--- src/rtl/au_add_csv_acc_if.sv ---
// Stream bus for au_add_csv_acc: operand input handshake plus result output handshake.
// The accumulator takes the slave modport; the producer/consumer side takes master.
interface au_add_csv_acc_if #(
    parameter int WIDTH     = 8,
    parameter int ACC_WIDTH = 16
);
    logic                 in_valid;
    logic                 in_ready;
    logic [WIDTH-1:0]     in_data;
    logic                 in_last;
    logic                 out_valid;
    logic                 out_ready;
    logic [ACC_WIDTH-1:0] out_data;

    modport master (
        output in_valid, in_data, in_last, out_ready,
        input  in_ready, out_valid, out_data
    );

    modport slave (
        input  in_valid, in_data, in_last, out_ready,
        output in_ready, out_valid, out_data
    );
endinterface

--- src/rtl/au_add_csv_acc.sv ---
// Streaming carry-save accumulator with a chunked multi-cycle resolve adder.
// Optional operand counter / overflow flag enabled by macro AU_ADD_CSV_ACC_CNT_EN.
module au_add_csv_acc #(
    parameter int WIDTH     = 8,
    parameter int ACC_WIDTH = 16,
    parameter int CHUNK     = 4,
    parameter int SIGNED    = 0
) (
    input  logic            clk,
    input  logic            rst_n,
    input  logic            clr,
    au_add_csv_acc_if.slave bus
`ifdef AU_ADD_CSV_ACC_CNT_EN
    ,
    output logic [15:0]     out_cnt,
    output logic            out_ovf
`endif
);
    localparam int NCHUNK = (ACC_WIDTH + CHUNK - 1) / CHUNK;
    localparam int IDX_W  = (NCHUNK > 1) ? $clog2(NCHUNK) : 1;
    localparam logic [IDX_W-1:0] LAST_IDX = IDX_W'(NCHUNK - 1);

    typedef enum logic [1:0] {ST_ACC, ST_RESOLVE, ST_OUT} state_t;

    state_t               state_r, state_nxt;
    logic [ACC_WIDTH-1:0] sum_r, carry_r, result_r, x_ext;
    logic [IDX_W-1:0]     idx_r;
    logic                 cpa_c_r, out_valid_r;
    logic                 accept, handshake, last_chunk;
    logic [31:0]          chunk_off;
    logic [CHUNK-1:0]     chunk_s, chunk_c;
    logic [CHUNK:0]       chunk_add;
    logic [ACC_WIDTH-1:0] chunk_mask, chunk_val;

    if (SIGNED != 0) begin : g_sext
        assign x_ext = ACC_WIDTH'($signed(bus.in_data));
    end else begin : g_zext
        assign x_ext = ACC_WIDTH'(bus.in_data);
    end

    // Shifting right zero-fills, so a narrow top chunk needs no special case.
    assign last_chunk = (idx_r == LAST_IDX);
    assign chunk_off  = 32'(idx_r) * CHUNK;
    assign chunk_s    = CHUNK'(sum_r >> chunk_off);
    assign chunk_c    = CHUNK'(carry_r >> chunk_off);
    assign chunk_add  = {1'b0, chunk_s} + {1'b0, chunk_c} + {{CHUNK{1'b0}}, cpa_c_r};
    assign chunk_mask = ACC_WIDTH'({CHUNK{1'b1}}) << chunk_off;
    assign chunk_val  = ACC_WIDTH'(chunk_add[CHUNK-1:0]) << chunk_off;

    assign bus.out_valid = out_valid_r;
    assign bus.out_data  = result_r;

    // Next-state and handshake decode; clr overrides everything and blocks input.
    always_comb begin
        state_nxt    = state_r;
        bus.in_ready = 1'b0;
        accept       = 1'b0;
        handshake    = 1'b0;
        case (state_r)
            ST_ACC: begin
                bus.in_ready = !clr;
                accept       = bus.in_valid && !clr;
                if (accept && bus.in_last) state_nxt = ST_RESOLVE;
            end
            ST_RESOLVE: begin
                if (last_chunk) state_nxt = ST_OUT;
            end
            ST_OUT: begin
                handshake = out_valid_r && bus.out_ready;
                if (handshake) state_nxt = ST_ACC;
            end
            default: state_nxt = ST_ACC;
        endcase
        if (clr) state_nxt = ST_ACC;
    end

    always_ff @(posedge clk or negedge rst_n) begin
        if (!rst_n) state_r <= ST_ACC;
        else        state_r <= state_nxt;
    end

    // out_valid is registered, so it rises one cycle after the resolve completes.
    always_ff @(posedge clk or negedge rst_n) begin
        if (!rst_n) begin
            sum_r       <= '0;
            carry_r     <= '0;
            result_r    <= '0;
            cpa_c_r     <= 1'b0;
            idx_r       <= '0;
            out_valid_r <= 1'b0;
        end else if (clr) begin
            sum_r       <= '0;
            carry_r     <= '0;
            cpa_c_r     <= 1'b0;
            idx_r       <= '0;
            out_valid_r <= 1'b0;
        end else begin
            if (accept) begin
                sum_r   <= sum_r ^ carry_r ^ x_ext;
                carry_r <= ((sum_r & carry_r) | (sum_r & x_ext) | (carry_r & x_ext)) << 1;
            end
            if (state_r == ST_RESOLVE) begin
                result_r <= (result_r & ~chunk_mask) | chunk_val;
                cpa_c_r  <= chunk_add[CHUNK];
                idx_r    <= last_chunk ? '0 : idx_r + IDX_W'(1);
            end
            if (state_r == ST_OUT && !out_valid_r) out_valid_r <= 1'b1;
            if (handshake) begin
                sum_r       <= '0;
                carry_r     <= '0;
                cpa_c_r     <= 1'b0;
                out_valid_r <= 1'b0;
            end
        end
    end

`ifdef AU_ADD_CSV_ACC_CNT_EN
    localparam int HEAD = ACC_WIDTH - WIDTH;

    logic [15:0] cnt_r, cnt_inc;
    logic        ovf_r;

    assign cnt_inc = (cnt_r == 16'hFFFF) ? cnt_r : cnt_r + 16'd1;
    assign out_cnt = cnt_r;
    assign out_ovf = ovf_r;

    // Overflow means more operands than the headroom bits can absorb exactly.
    always_ff @(posedge clk or negedge rst_n) begin
        if (!rst_n) begin
            cnt_r <= '0;
            ovf_r <= 1'b0;
        end else if (clr || handshake) begin
            cnt_r <= '0;
            ovf_r <= 1'b0;
        end else if (accept) begin
            cnt_r <= cnt_inc;
            if ((HEAD < 16) && (32'(cnt_inc) > (32'd1 << HEAD))) ovf_r <= 1'b1;
        end
    end
`endif
endmodule

--- src/flat_wrapper.sv ---
// flat-port wrapper written by rule: the top's interface ports become plain ports
module au_add_csv_acc_flat 
#(
    parameter int WIDTH     = 8,
    parameter int ACC_WIDTH = 16,
    parameter int CHUNK     = 4,
    parameter int SIGNED    = 0
)
  (clk, rst_n, clr, bus_in_valid, bus_in_data, bus_in_last, bus_out_ready, bus_in_ready, bus_out_valid, bus_out_data);
  au_add_csv_acc_if #(.WIDTH(WIDTH), .ACC_WIDTH(ACC_WIDTH)) bus_i ();
  input  logic clk;
  input  logic rst_n;
  input  logic clr;
  input wire logic [$bits(bus_i.in_valid)-1:0] bus_in_valid;
  input wire logic [$bits(bus_i.in_data)-1:0] bus_in_data;
  input wire logic [$bits(bus_i.in_last)-1:0] bus_in_last;
  input wire logic [$bits(bus_i.out_ready)-1:0] bus_out_ready;
  output wire logic [$bits(bus_i.in_ready)-1:0] bus_in_ready;
  output wire logic [$bits(bus_i.out_valid)-1:0] bus_out_valid;
  output wire logic [$bits(bus_i.out_data)-1:0] bus_out_data;
  assign bus_i.in_valid = bus_in_valid;
  assign bus_i.in_data = bus_in_data;
  assign bus_i.in_last = bus_in_last;
  assign bus_i.out_ready = bus_out_ready;
  assign bus_in_ready = bus_i.in_ready;
  assign bus_out_valid = bus_i.out_valid;
  assign bus_out_data = bus_i.out_data;
  au_add_csv_acc #(.WIDTH(WIDTH), .ACC_WIDTH(ACC_WIDTH), .CHUNK(CHUNK), .SIGNED(SIGNED)) u_core (.clk(clk), .rst_n(rst_n), .clr(clr), .bus(bus_i));
endmodule
--- config.mk ---
export PLATFORM = sky130hd
export DESIGN_NAME = au_add_csv_acc_flat
export DESIGN_NICKNAME = d
export VERILOG_FILES = /design/src/rtl/au_add_csv_acc_if.sv /design/src/rtl/au_add_csv_acc.sv /design/src/flat_wrapper.sv
export SDC_FILE = /design/constraint.sdc
export NUM_CORES = 1
export LEC_CHECK = 0
export CAP_MARGIN = 20
export CORE_ASPECT_RATIO = 1.75
export CORE_MARGIN = 1.5
export CORE_UTILIZATION = 52
export CTS_BUF_LIST = sky130_fd_sc_hd__clkbuf_8 sky130_fd_sc_hd__clkbuf_16
export CTS_CLUSTER_SIZE = 16
export DETAILED_ROUTE_END_ITERATION = 10
export GPL_ROUTABILITY_DRIVEN = 1
export PLACE_DENSITY = 0.83
export SLEW_MARGIN = 5
export SYNTH_ARGS = -nofsm -noshare
export SYNTH_HDL_FRONTEND = slang
export SYNTH_SLANG_ARGS = --single-unit
--- constraint.sdc ---
create_clock -name clk -period 5.6 [get_ports clk]
set_clock_uncertainty 0.1 [all_clocks]
set_input_delay 1.68 -clock clk [delete_from_list [all_inputs] [get_ports clk]]
set_output_delay 1.68 -clock clk [all_outputs]
set_load 0.01 [all_outputs]
==> results.py, run 1 <==
metrics = {
    "status": {
        "status": "completed",
    },
    "timing": {
        "tightest_slew_ns": 0.754,
        "hold_viol": 0,
        "timing.hold.ws_ns": 0.389,
        "min_period_ns": 4.78,
        "rsz0062_at_grt": "no",
        "slew_viol_final": 0,
        "max_slew_margin_pct": 49.7,
        "finalCritPeriodShare_pct": 85.4,
        "fin_setup_tns_ns": 0,
        "setup_viol": 0,
        "max_freq_mhz": 209,
    },
    "floorplan": {
        "start_util_pct": 53.5,
        "dieArea_sq_mm": 0.00583,
        "dieHeight_um": 99.9,
        "row_count": 35,
        "die_width_um": 58.4,
        "coreArea_sq_mm": 0.00521,
        "pin_count": 32,
    },
    "grt": {
        "grt_pass1_wl_um": 9780,
        "grt_max_degree": 54,
        "grt_antenna_before_repair": 0,
        "grt_pass1_vias": 2124,
        "track_usage_pct": 21.8,
        "grt-ovfl-total": 0,
    },
    "final_layout": {
        "diodes": 0,
        "area_growth_pct": 15.3,
        "fillCellCount": 434,
        "final_cells": 349,
        "final_design_area_no_fill_sq_mm": 0.00322,
        "drive_above_1_share_pct": 7.82,
        "nets": 331,
    },
    "job": {
        "maxCapViolCount": 0,
    },
    "critical_path": {
        "crit_fanout": 14,
        "critPathLaunchType": "input pin",
        "path_buf_inv": 3,
        "path_class": "input pin to output pin",
        "critPathArrivalTime_ns": 3.00,
        "worstPathRequired_ns": 3.82,
        "crit_top_cell": "clkdlybuf4s50_1",
        "cpMaxStageDelayCell": "clkdlybuf4s50_1",
        "end_kind": "output pin",
        "critical_path.top_delay_family": "buffers and inverters",
        "path_cells": "clkdlybuf4s50_1, buf_4, nor3_1, clkdlybuf4s50_1",
        "cpPeakStageDelay_ns": 0.56,
    },
    "synthesis": {
        "syn_avg_cell_area_sq_um": 10.4,
        "synth_cell_types": 34,
        "syn_inst": 269,
        "synth_warnings": 0,
        "netlist_area_sq_mm": 0.00279,
        "synth_seq_cells": 53,
        "yosysTopAreaCell": "dfrtp_1",
        "ys_seq_area_share_pct": 47.6,
        "netlist.area_leader.share_pct": 47.6,
        "synth-async-reset-ratio_pct": 100,
        "yosysMostFrequentCell": "nand2_1",
        "yosys-top-cells-area": "dfrtp_1 (48%), nand2_1 (9.8%), ha_1 (6.7%), fa_1 (6.5%), a21oi_1 (5.9%)",
        "synthFlopType": "dfrtp_1",
        "syn_nets": 307,
        "synthTopCellsByCount": "nand2_1 (73), dfrtp_1 (53), a21oi_1 (33)",
        "synth_edf_count": 0,
    },
    "clock_network": {
        "insertion_delay_ns": 0.32,
        "cts_made_buffers": 5,
        "h-tree-depth": 2,
        "cts_resized": 0,
        "clock_sinks": 53,
        "clk_pin_slew_ns": 0.11,
        "cts_tree": "built",
        "cts_setup_buffers": 0,
        "root_buffer": "clkbuf_8",
        "max-clock-path-buffers": 2,
        "cts-hold-fix-buffers": 0,
    },
    "placement": {
        "place_congestion": 0.810,
        "dpl.hpwl_um": 4080,
        "placed_cells": 341,
        "portBuffers": 31,
        "postPlaceCellArea_sq_mm": 0.00313,
    },
    "detailed_routing": {
        "final_antenna_net_count": 0,
        "routed_wl_um": 5640,
        "post_drt_wl_per_cell_um": 16.2,
        "dr_total_vias": 2060,
        "dr.pass1.iters": 4,
        "vias_per_cell": 5.90,
        "drcViolationCount": 0,
        "drtIter0Drc": 47,
    },
    "pwr": {
        "pwr-share-seq_pct": 56.3,
        "power.switching_mw": 0.197,
        "vdd_drop_max_mv": 0.112,
        "report.power.total_mw": 0.734,
        "switching_share_pct": 26.9,
        "p_leak_nw": 1.40,
        "power.share.clock_pct": 29.9,
        "p_comb_share_pct": 13.9,
        "cellPowerDensity_mw_per_mm2": 228,
        "intPower_mw": 0.536,
    },
    "min_path": {
        "hold_class": "flip-flop to flip-flop",
    },
}
-- placed cells by master, fill, tap and decap left out, drive strengths merged, types with 2 or more instances in the layout --
cell type,count
a21oi,33
a22o,9
buf,5
clkbuf,5
clkdlybuf4s50,30
dfrtp,53
fa,9
ha,15
inv,4
mux2i,3
mux4,7
nand2,73
nand2b,2
nand3,2
nand4bb,4
nor2,10
nor2b,3
nor3,3
o21ai,5
o31ai,2
o41ai,2
-- power by group through the flow --
stage | logic, mW | registers (mW) | clock network, mW
floorplan | 0.0541 | 0.417 | 0
finish | 0.102 | 0.413 | 0.219
global placement | 0.101 | 0.420 | 0
detailed placement | 0.103 | 0.421 | 0
CTS | 0.103 | 0.413 | 0.224
global route | 0.113 | 0.415 | 0.240
-- worst register-to-register path, stage by stage (launching register included) --
cell and delay [ns]:
dfrtp_1 0.84, mux4_2 0.61, fa_1 0.46, fa_1 0.42, xor2_1 0.23, nand2_1 0.12, o21ai_0 0.16
-- cell families after synthesis --
| family | count (synthesis) | share of synthesized area (%) |
|---|---|---|
| fa+ha+maj | 24 | 13.2 |
| mux | 11 | 7.13 |
| flops | 53 | 47.6 |
| buf+inv | 21 | 3.01 |
| compound gates | 56 | 12.2 |
| simple gates | 103 | 16.6 |
| xor+xnor | 1 | 0.314 |
-- registers in the layout, indices dropped and copies added, names as in the netlist --
name and cells:
u_core.sum_r 16, u_core.bus.out_valid 1, u_core.bus.out_data 16, u_core.cpa_c_r 1, u_core.idx_r 2, u_core.state_r 2, u_core.carry_r 15
-- metal layers --
layer  track usage, %  up-vias  wire length, um
li1                 -      970                -
met1             24.8     1020             2180
met2             37.9       53             3070
met3             3.61       17              176
met4             11.6        0              225
met5                0        -                0
-- worst paths after layout --
kind | to | slack (ns) | cells after the start | startpoint
setup reg to reg | u_core.bus.out_data[10] | 2.60 | 6 | u_core.idx_r[0]
hold reg to reg | u_core.bus.out_data[15] | 0.39 | 2 | u_core.bus.out_data[15]
hold / removal | u_core.bus.out_data[15] | 0.39 | 2 | u_core.bus.out_data[15]
min in group asynchronous | u_core.bus.out_data[12] | 1.37 | 2 | rst_n
setup / recovery | bus_in_ready | 0.82 | 4 | clr
max in group asynchronous | u_core.carry_r[4] | 3.58 | 2 | rst_n
-- through the flow --
| step | utilization [%] | setup slack [ns] |
|---|---|---|
| 2_1_floorplan | - | 1.65 |
| 3_3_place_gp | 60.0 | 0.812 |
| 3_5_place_dp | 60.0 | 0.830 |
| 4_1_cts | 61.7 | 0.818 |
| 5_1_grt | 61.7 | 0.726 |
| 6_report | 61.7 | 0.819 |
-- cell type report --
cell class                 count  area [sq um]  area share, %
sequential                    53          1330           41.2
timing repair buffer          35           335           10.4
multi-input combinational    195          1390           43.1
inverter                       3          11.3          0.350
clock buffer                   5          68.8           2.14
clock inverter                 3          21.3          0.661
tap                           55          68.8           2.14
Power figures use the tool's default switching activity.
==> inputs of run 2 (changes only) <==
--- a/config.mk
+++ b/config.mk
@@ -7,10 +7,9 @@
 export LEC_CHECK = 0
 export CAP_MARGIN = 20
 export CORE_ASPECT_RATIO = 1.75
-export CORE_MARGIN = 1.5
 export CORE_UTILIZATION = 52
 export CTS_BUF_LIST = sky130_fd_sc_hd__clkbuf_8 sky130_fd_sc_hd__clkbuf_16
-export CTS_CLUSTER_SIZE = 16
+export CTS_CLUSTER_SIZE = 12
 export DETAILED_ROUTE_END_ITERATION = 10
 export GPL_ROUTABILITY_DRIVEN = 1
 export PLACE_DENSITY = 0.83
==> results.py, run 2 (same netlist as run 1, synthesis figures left out) <==
metrics = {
    "timing": {
        "min_period_ns": 4.79,
        "max_slew_margin_pct": 49.0,
        "fin_ws_ns": 0.814,
        "rsz0062_at_grt": "no",
        "finalCritPeriodShare_pct": 85.5,
        "hold_viol": 0,
        "fin_setup_tns_ns": 0,
        "tightest_slew_ns": 0.766,
        "max_freq_mhz": 209,
        "slew_viol_final": 0,
        "setup_viol": 0,
    },
    "floorplan": {
        "coreArea_sq_mm": 0.00506,
        "row_count": 34,
        "start_util_pct": 55.1,
        "die_width_um": 57.4,
        "dieArea_sq_mm": 0.00567,
        "dieHeight_um": 98.9,
        "pin_count": 32,
    },
    "critical_path": {
        "cpMaxStageDelayCell": "clkdlybuf4s50_1",
        "end_kind": "output pin",
        "cpPeakStageDelay_ns": 0.57,
        "critPathLaunchType": "input pin",
        "reg2reg_depth": 6,
        "worstPathRequired_ns": 3.82,
        "path_cells": "clkdlybuf4s50_1, buf_4, nor3_1, clkdlybuf4s50_1",
        "critical_path.top_delay_family": "buffers and inverters",
        "path_class": "input pin to output pin",
        "path_buf_inv": 3,
        "critPathArrivalTime_ns": 3.01,
        "crit_fanout": 14,
        "crit_top_cell": "clkdlybuf4s50_1",
        "cp.depth": 4,
    },
    "detailed_routing": {
        "dr_total_vias": 2068,
        "final_antenna_net_count": 0,
        "drcViolationCount": 3,
        "post_drt_wl_per_cell_um": 16.5,
        "routed_wl_um": 5750,
        "drtIter0Drc": 59,
        "vias_per_cell": 5.94,
        "dr.pass1.iters": 8,
    },
    "pwr": {
        "p_comb_share_pct": 13.8,
        "power.share.clock_pct": 30.6,
        "pwr-share-seq_pct": 55.5,
        "intPower_mw": 0.548,
        "switching_share_pct": 26.4,
        "cellPowerDensity_mw_per_mm2": 231,
        "power.switching_mw": 0.196,
        "vdd_drop_max_mv": 0.155,
        "p_leak_nw": 1.41,
        "report.power.total_mw": 0.744,
    },
    "final_layout": {
        "area_growth_pct": 15.5,
        "final_common_cell": "nand2_1",
        "drive_above_1_share_pct": 7.82,
        "utilization_pct": 63.6,
        "final_cell_mix": "nand2_1 (73), dfrtp_1 (53), a21oi_1 (33), clkdlybuf4s50_1 (30), ha_1 (15)",
        "diodes": 0,
        "nets": 331,
    },
    "clock_network": {
        "root_buffer": "clkbuf_8",
        "cts_made_buffers": 5,
        "h-tree-depth": 2,
        "cts_resized": 0,
        "cts_setup_buffers": 0,
        "clock_sinks": 53,
        "cts_tree": "built",
        "clk_pin_slew_ns": 0.09,
        "cts-hold-fix-buffers": 0,
        "insertion_delay_ns": 0.31,
        "max-clock-path-buffers": 2,
    },
    "grt": {
        "grt_max_degree": 54,
        "grt-ovfl-total": 0,
        "grt_pass1_vias": 2034,
        "grt_antenna_before_repair": 0,
        "track_usage_pct": 22.6,
        "grt_pass1_wl_um": 9600,
    },
    "placement": {
        "post-place-ws_ns": 0.819,
        "portBuffers": 31,
        "place_congestion": 0.829,
        "dpl.hpwl_um": 4120,
    },
    "min_path": {
        "hold_class": "flip-flop to flip-flop",
        "whs_path_depth": 2,
    },
    "job": {
        "maxCapViolCount": 0,
    },
    "status": {
        "violations": "DRC",
        "status": "finished with violations",
    },
}
[run 2: cell types whose count changed in the layout (fill, tap and decap cells not counted), sizes merged]
cell      previous run  this run
clkbuf               5         6
inv                  4         3
clkinv               1         2
clkinvlp             1         0
[run 2: path summary, 6_finish.rpt]
path / slack (ns) / to / startpoint
worst max-delay path: 0.81 / bus_in_ready / clr
worst min-delay path: 0.39 / u_core.bus.out_data[14] / u_core.bus.out_data[14]
worst max register to register: 2.50 / u_core.bus.out_data[6] / u_core.idx_r[0]
worst min register to register: 0.39 / u_core.bus.out_data[14] / u_core.bus.out_data[14]
max in group asynchronous: 3.58 / u_core.bus.out_valid / rst_n
min in group asynchronous: 1.37 / u_core.carry_r[7] / rst_n
[run 2: area by class of cell]
| cell class | instances | area, sq um |
|---|---|---|
| Clock buffer | 6 | 82.6 |
| Inverter | 3 | 11.3 |
| Fill cell | 408 | 1840 |
| Tap cell | 54 | 67.6 |
| Multi-Input combinational cell | 195 | 1390 |
| Sequential cell | 53 | 1330 |
| Clock inverter | 2 | 13.8 |
| Timing Repair Buffer | 35 | 335 |
[run 2: tightest hold or removal path: stages, from the launching register on]
cell and delay (ns):
dfrtp_1 0.35, nand2_1 0.04, o21ai_0 0.06
[run 2: power groups by stage]
stage | Clock (mW) | Sequential, mW | Combinational, mW
floorplan | 0 | 0.417 | 0.0541
global placement | 0 | 0.420 | 0.101
detailed placement | 0 | 0.421 | 0.104
CTS | 0.234 | 0.414 | 0.105
global route | 0.247 | 0.416 | 0.113
finish | 0.228 | 0.413 | 0.103
[run 2: metal layers]
layer	track usage (%)	up-vias	share of wire, %
met5	0	-	0
met4	12.8	0	3.4
met3	3.41	18	3.0
met2	40.4	50	57
met1	24.6	1026	36
li1	-	974	-
[run 2: per-stage QoR]
stage	std cells	hold WS [ns]	area, sq um
finish	348	0.385	3220
floorplan	269	0.409	2790
detailed placement	340	0.370	3130
CTS	348	0.392	3220
global route	348	0.411	3220
global placement	340	0.361	3130
==> variant, RTL diff (flow settings as in run 1) <==
Encoding of `state_t`: now one-hot (3 bits for 3 states).
--- a/src/rtl/au_add_csv_acc.sv
+++ b/src/rtl/au_add_csv_acc.sv
@@ -20,7 +20,7 @@
     localparam int IDX_W  = (NCHUNK > 1) ? $clog2(NCHUNK) : 1;
     localparam logic [IDX_W-1:0] LAST_IDX = IDX_W'(NCHUNK - 1);
 
-    typedef enum logic [1:0] {ST_ACC, ST_RESOLVE, ST_OUT} state_t;
+    typedef enum logic [2:0] {ST_ACC = 3'b001, ST_RESOLVE = 3'b010, ST_OUT = 3'b100} state_t;
 
     state_t               state_r, state_nxt;
     logic [ACC_WIDTH-1:0] sum_r, carry_r, result_r, x_ext;
Function: no difference found for any inputs over 4 cycles, from zero or initial values and one cycle with rst_n low; so few cycles prove little.
==> variant against run 1 <==
  * Die area rose by 0.90%
  * Synthesized area rose by 0.94%
  * Hold slack got worse by 8.6 ps
  * Total power fell by 4.2%
  * Design area rose by 1.5%
  * Setup slack got worse by 240 ps
  * Non-clock buffer count did not move
  * Count of clock-buffer cells in the layout rose by 1
  * Register-to-register slack got worse by 40 ps
  * Wire length fell by 1.3%
  * Sequential cell count rose by 1
==> variant: results (changes against run 1) <==
stage	metric	value	unit	change
logic_synthesis	XOR/XNOR Fraction of Synth Area	0.933	%	was 0.314%
clock_tree	TritonCTS Buffers	5		unchanged
sta	Least-Margin Pin Slew	990	ps	was 754 ps
logic_synthesis	Adder-Cell Fraction of Synth Area	13.1	%	was 13.2%
power_and_ir_drop	part of the power in registers	58.1	%	was 56.3%
detailed_routing	via count	2039		was 2060
setup_path	arrival time worst endpoint	3240	ps	was 3000 ps
layout	layout cells sized above 1	10.0	%	was 7.82%
clock_tree	root buffer selected by CTS	clkbuf_8		unchanged
power_and_ir_drop	Comb. pwr	78.3	uW	was 102 uW
power_and_ir_drop	Internal Dissipation	531	uW	was 536 uW
global_route	vias in the first global route	2081		was 2124
outcome	status	complete, no violations		unchanged
logic_synthesis	synth cell count leaders	nand2_1, dfrtp_1, a21oi_1		unchanged
clock_tree	clock slew at reported path FFs	90	ps	was 110 ps
power_and_ir_drop	peak supply drop	0.136	mV	was 0.112 mV
detailed_routing	1st-iter DRT viols	66		was 47
clock_tree	Clock Latency Late Sink	300	ps	was 320 ps
logic_synthesis	Compound-Gate Fraction of Synth Area	12.3	%	was 12.2%
power_and_ir_drop	Lkg Pwr	1.44	nW	was 1.40 nW
logic_synthesis	Seq/Total Area, Yosys	48.0	%	was 47.6%
logic_synthesis	post-synthesis mux area share	5.96	%	was 7.13%
global_route	pin count of the biggest net entering global routing	55		was 54
placed_design	Placer Congestion	0.800		was 0.810
placed_design	Post-DP HPWL	4150	um	was 4080 um
global_route	first-pass GRT wire length	9760	um	was 9780 um
detailed_routing	Post-Route WL	5570	um	was 5640 um
setup_path	crit path max fanout	6		was 14
setup_path	Reg2Reg Setup Slack	2560	ps	was 2600 ps
variant: routing by layer:
layer	global-route usage [%]	up-vias	share of wire [%]
li1	-	974	-
met1	25.4	1003	39
met2	37.4	47	55
met3	3.22	15	2.4
met4	11.9	0	3.3
met5	0	-	0
variant: kinds of logic (layout without fill, tap and decap cells):
group | after synthesis | count (layout)
xor+xnor | 3 | 3
simple gates | 108 | 108
compound gates | 57 | 57
buf+inv | 15 | 45
mux | 8 | 8
fa+ha+maj | 24 | 24
flops | 54 | 54
variant: critical path, stage by stage:
cell	delay, ps
clkdlybuf4s50_1	530
nor4b_1	420
clkdlybuf4s50_1	620
variant: cell type report:
type	instances	area [um2]
Clock buffer	6	82.6
Inverter	2	7.51
Multi-Input combinational cell	200	1380
Tap cell	55	68.8
Timing Repair Buffer	35	363
Clock inverter	2	8.76
Sequential cell	54	1350
Fill cell	425	1990
variant: final timing paths:
path	depth (start not counted)	from	to
max reg2reg	6	u_core.idx_r[0]	u_core.bus.out_data[2]
max	3	clr	bus_in_ready
min	2	u_core.bus.out_data[5]	u_core.bus.out_data[5]
min in group asynchronous	2	rst_n	u_core.bus.out_data[0]
max in group asynchronous	2	rst_n	u_core.carry_r[7]
min reg2reg	2	u_core.bus.out_data[5]	u_core.bus.out_data[5]
variant: per-stage QoR:
| step | hold slack (ps) | cells | setup slack (ps) | cell area [um2] | power (mW) |
|---|---|---|---|---|---|
| floorplan | 400 | 269 | 1610 | 2820 | 0.457 |
| global placement | 361 | 344 | 642 | 3130 | 0.488 |
| detailed placement | 370 | 345 | 569 | 3160 | 0.494 |
| CTS | 392 | 353 | 580 | 3250 | 0.708 |
| global route | 420 | 354 | 504 | 3260 | 0.737 |
| finish | 381 | 354 | 576 | 3260 | 0.703 |
